[config.mk]
export PLATFORM = sky130hd
export DESIGN_NAME = mul_client_port
export DESIGN_NICKNAME = d
export VERILOG_FILES = /design/src/rtl/mul_client_pkg.sv /design/src/rtl/mul_client_port_shift.sv /design/src/rtl/mul_client_port.sv
export SDC_FILE = /design/constraint.sdc
export NUM_CORES = 1
export LEC_CHECK = 0
export ABC_AREA = 1
export BUFFER_PORTS_ARGS = -buffer_cell sky130_fd_sc_hd__buf_2
export CORE_ASPECT_RATIO = 0.75
export CORE_MARGIN = 1.5
export CORE_UTILIZATION = 34
export CTS_CLUSTER_DIAMETER = 100
export DETAILED_ROUTE_END_ITERATION = 16
export SLEW_MARGIN = 20
export SYNTH_ARGS = -nofsm -noshare
export SYNTH_HDL_FRONTEND = slang
export SYNTH_SLANG_ARGS = --single-unit
[constraint.sdc]
create_clock -name clk -period 4.05 [get_ports clk]
set_input_delay 0.405 -clock clk [delete_from_list [all_inputs] [get_ports clk]]
set_output_delay 0.405 -clock clk [all_outputs]
set_load 0.01 [all_outputs]
[src/rtl/mul_client_pkg.sv]
// Shared types for the TDM multiplier client port: FSM state encoding and
// the width of the fractional-shift field.
package mul_client_pkg;

  typedef enum logic [1:0] {
    S_IDLE = 2'd0,
    S_ARM  = 2'd1,
    S_WAIT = 2'd2,
    S_OUT  = 2'd3
  } state_t;

  // Shift field is wide enough to express a shift of the full product width.
  function automatic int shift_w(input int dw);
    return $clog2(2 * dw) + 1;
  endfunction

endpackage

[src/rtl/mul_client_port_shift.sv]
// Combinational post-multiply stage: arithmetic right shift of the product,
// then either saturation (MUL_CLIENT_SAT_EN defined) or plain truncation.
module mul_shift_sat #(
  parameter int data_width = 16,
  parameter int shift_w    = 6
)(
  input  logic [2*data_width-1:0] prod,
  input  logic [shift_w-1:0]      shift,
  output logic [data_width-1:0]   data,
  output logic                    overflow
);

  localparam int W = data_width;

  logic signed [2*W-1:0] shifted;

  // Shift amounts at or beyond the product width fill with the sign bit.
  assign shifted = $signed(prod) >>> shift;

`ifdef MUL_CLIENT_SAT_EN
  logic fits;

  // Value fits when every bit above the result sign bit matches it.
  assign fits = (&shifted[2*W-1:W-1]) | ~(|shifted[2*W-1:W-1]);

  // Clamp out-of-range values toward the sign of the full result.
  always_comb begin
    data     = shifted[W-1:0];
    overflow = 1'b0;
    if (!fits) begin
      overflow = 1'b1;
      data     = shifted[2*W-1] ? {1'b1, {(W-1){1'b0}}} : {1'b0, {(W-1){1'b1}}};
    end
  end
`else
  logic unused_hi;

  assign unused_hi = ^shifted[2*W-1:W];
  assign data      = shifted[W-1:0];
  assign overflow  = 1'b0;
`endif

endmodule

[src/rtl/mul_client_port.sv]
// Requester-side endpoint of the TDM shared multiplier. Presents one operand
// pair on this slot, ignores the done pulse that lands in the arming cycle
// (it belongs to the previous operands), captures the next product, and
// returns the shifted result over valid/ready. Optional saturation is built
// when MUL_CLIENT_SAT_EN is defined.
module mul_client_port
  import mul_client_pkg::*;
#(
  parameter int data_width = 16,
  parameter int n_blocks   = 2,
  parameter int timeout    = n_blocks + 4,
  localparam int SHIFT_W   = shift_w(data_width),
  localparam int CTR_W     = $clog2(timeout + 1)
)(
  input  logic                    clk,
  input  logic                    reset,
  input  logic                    in_valid,
  output logic                    in_ready,
  input  logic [data_width-1:0]   in_a,
  input  logic [data_width-1:0]   in_b,
  input  logic [SHIFT_W-1:0]      in_shift,
  output logic [data_width-1:0]   mul_req_a,
  output logic [data_width-1:0]   mul_req_b,
  input  logic [2*data_width-1:0] mul_result,
  input  logic                    mul_done,
  output logic                    out_valid,
  input  logic                    out_ready,
  output logic [data_width-1:0]   out_data,
  output logic                    overflow,
  output logic                    timeout_err
);

  state_t                state, state_nxt;
  logic [SHIFT_W-1:0]    shift_q;
  logic [CTR_W-1:0]      wait_ctr;
  logic [data_width-1:0] shaped;
  logic                  shaped_ovf;
  logic                  timed_out;

  mul_shift_sat #(
    .data_width (data_width),
    .shift_w    (SHIFT_W)
  ) u_shift (
    .prod     (mul_result),
    .shift    (shift_q),
    .data     (shaped),
    .overflow (shaped_ovf)
  );

  // Final wait cycle with no done: give up on this request.
  assign timed_out = (state == S_WAIT) && !mul_done &&
                     (wait_ctr == CTR_W'(timeout - 1));

  // State register.
  always_ff @(posedge clk) begin
    if (!reset) state <= S_IDLE;
    else        state <= state_nxt;
  end

  // Next-state decode.
  always_comb begin
    state_nxt = state;
    case (state)
      S_IDLE: if (in_valid)  state_nxt = S_ARM;
      S_ARM:                 state_nxt = S_WAIT;
      S_WAIT: if (mul_done)  state_nxt = S_OUT;
              else if (timed_out) state_nxt = S_IDLE;
      S_OUT:  if (out_ready) state_nxt = S_IDLE;
      default:               state_nxt = S_IDLE;
    endcase
  end

  // Handshake outputs follow the state directly.
  always_comb begin
    in_ready  = (state == S_IDLE);
    out_valid = (state == S_OUT);
  end

  // Operand capture, wait counter, result capture and sticky timeout flag.
  always_ff @(posedge clk) begin
    if (!reset) begin
      mul_req_a   <= '0;
      mul_req_b   <= '0;
      shift_q     <= '0;
      wait_ctr    <= '0;
      out_data    <= '0;
      overflow    <= 1'b0;
      timeout_err <= 1'b0;
    end else begin
      if (state == S_IDLE && in_valid) begin
        mul_req_a <= in_a;
        mul_req_b <= in_b;
        shift_q   <= in_shift;
      end
      wait_ctr <= (state == S_WAIT) ? wait_ctr + CTR_W'(1) : '0;
      if (state == S_WAIT && mul_done) begin
        out_data <= shaped;
        overflow <= shaped_ovf;
      end
      if (timed_out) timeout_err <= 1'b1;
    end
  end

endmodule

==> results.md <==
- Mapped Cells: 578
- Status: complete, no violations
- Sequential share of the synthesized area: 0.329
- PortBufs: 125
- Req. time, crit path: 4.29 ns
- P_leak: 2.25 nW
- Cell Int Power: 1.64 mW
- Number of nets in the layout: 754
- Final TNS setup: 0 ns
- Kind of critical path: flop to flop
- CP Capture Type: flop
- CTS tree: built
- Routed length per instance: 13.8 um
- Met1 Use GR: 0.280
- Peak supply drop: 225 uV
- Fin. Hold Viols: 0
- Clk pwr share: 0.291
- Clk buf depth: 2
- Vias/cell: 5.08
- Seq pwr share: 0.295
- Worst skew pair latency: 0.31 ns
- Pwr/cell area: 600 nW/um^2
- Tmin final: 2.27 ns
- Largest net degree at the start of global routing: 57
- Cell Area, Synth: 3650 sq um
- Final Power: 2.73 mW
- Final Setup Violations: 0
- CP arrival: 2.51 ns
- Post-synth EDFFs: 0
- Hold Path Class: input pin to flop
- Top cells by count, synth: nand3_1 (144), nand2_1 (120), nor2_1 (77), dfxtp_1 (60), o21ai_0 (54)
- M2 GR Usage: 0.317
- Post-Route WL: 11300 um
- Post-cts sizing count: 0
- Max Cap Violations: 0
- Drt drc: 0
- HPWL Detailed: 8480 um
- Inserted Diodes: 0
- Met3 Usage GRT: 0.0530
- Die W: 123 um
- Flops & latches, synth: 60
- Iteration-0 DRC Markers: 336
- Fin. max-slew vios: 0
- Vias in the first global route: 3772
- Synth unique cells: 31
- Initial Util: 0.352
- Post-synth ARST share: 0
- Boundary pin count: 127
- Net Count, Synth: 655
- Antenna-violating nets left: 0
- Max_slew headroom: 0.342
- Die Y: 92.8 um
- Worst slack, placed: 1.74 ns
- DRT Pass-1 Iters: 5
- Clock Skew: 0.00485 ns
- Cts hold-fix bufs: 0
- FP Rows: 32
- Most common flop cell mapped by yosys: dfxtp_1
- Tcrit/Tclk final: 0.561
- Vias: 4159
- Fin cells: 818
- Maximum achievable frequency: 0.440 GHz
- Total gr overflow: 0
- GP Congestion: 0.933
- Worst R2R Path Depth: 5
- Clock Pin Slew Worst Setup and Hold Paths: 0.05 ns
- Ys Warns: 0
- Inserted Clock Buffers: 9
- RSZ-0062 raised after global routing: no
- Syn Area/Cell: 6.32 sq um
- CP max FO: 45
- Largest area contributor in the netlist: dfxtp_1
- Post-CTS Setup Repair Bufs: 0
- Worst Setup Start Kind: flop
- Fraction of layout cells with a size suffix above 1: 0.233
- Area share of the largest cell type after synthesis: 0.329
- GRT Overall Usage: 0.202
- WHS Path Cells: 3
- First-pass GRT wire length: 18400 um
- Comb power frac: 0.413
- CTS H-tree lvls: 3
- Switching pwr: 1.09 mW
- Post-DP Area: 4240 sq um
- DIE AREA: 11400 sq um
- Clock tree root buffer cell: clkbuf_16
- Synthesis-to-layout area growth: 24.6%
- CORE AREA: 10400 sq um
- Final Core Density: 0.439
- Most numerous cell in the Yosys netlist: nand3_1
- Final setup margin: 1.78 ns
- Antenna violations before repair: 0
- Synth top area cells: dfxtp_1 (33%), nand3_1 (20%), nand2_1 (12%)
- Gr busiest metal: met2
- Hold slack: 0.342 ns
- Clock tree sinks: 60
- Finished Cell Area: 4560 sq um
- Worst-Margin Slew: 0.986 ns
- Sw frac: 0.399
- Placed Cells: 802
-- power groups by stage --
stage	clock network (mW)	registers [mW]	logic (mW)
6_report	0.797	0.808	1.13
5_1_grt	0.842	0.828	1.28
4_1_cts	0.815	0.806	1.13
3_5_place_dp	0	0.817	1.12
3_3_place_gp	0	0.812	1.12
2_1_floorplan	0	0.826	0.807
-- worst max-delay path: stages, from the launching register on --
cell	delay [ns]
dfxtp_1	0.37
nor2_1	0.21
nand2_2	0.44
inv_1	0.90
nor2_1	0.10
nor2_1	0.15
-- final cells by class --
class	instances	area [sq um]
Multi-Input combinational cell	458	2140
Sequential cell	60	1200
Inverter	21	86.3
Clock buffer	12	246
Clock inverter	4	72.6
Tap cell	136	170
Fill cell	1109	5810
Timing Repair Buffer	127	641
-- placed cells by master, fill, tap and decap left out, types with 2 or more instances in the layout --
cell	n
nand3_1	144
buf_2	125
nand2_1	120
nor2_1	77
dfxtp_1	59
o21ai_0	54
a21oi_1	25
inv_1	17
clkbuf_16	9
o211ai_1	7
nand2_2	5
a31oi_1	5
inv_2	3
nor2_2	3
o21ai_1	2
o21ai_2	2
nor3_1	2
a21boi_0	2
o21a_1	2
ha_1	2
clkbuf_1	2
bufinv_16	2
buf_4	2
-- cell families after synthesis --
logic type	after synthesis	share of synthesized area
fa+ha+maj	2	0.00685
compound gates	101	0.154
buf+inv	60	0.0866
other cells	1	0.00103
simple gates	353	0.421
flops	60	0.329
xor+xnor	1	0.00240
-- layer usage --
metal	vias to the layer above	wire, um
met5	-	0
met4	0	76
met3	8	652
met2	111	5000
met1	1886	5580
li1	2154	-
-- registers in the layout, indices dropped and copies added (netlist names) --
register	cells
mul_req_a	16
mul_req_b	16
out_data	16
shift_q	6
wait_ctr	3
state	2
timeout_err	1
-- final timing paths --
kind	from	end	slack [ns]
setup / recovery	state[0]$_SDFFE_PN0P_	mul_req_b[3]$_SDFFE_PN0P_	1.78
hold / removal	in_a[4]	mul_req_a[4]$_SDFFE_PN0P_	0.34
setup reg to reg	state[0]$_SDFFE_PN0P_	mul_req_b[3]$_SDFFE_PN0P_	1.78
hold reg to reg	wait_ctr[0]$_SDFF_PN0_	wait_ctr[0]$_SDFF_PN0_	0.45
(Power assumes the default switching activity.)
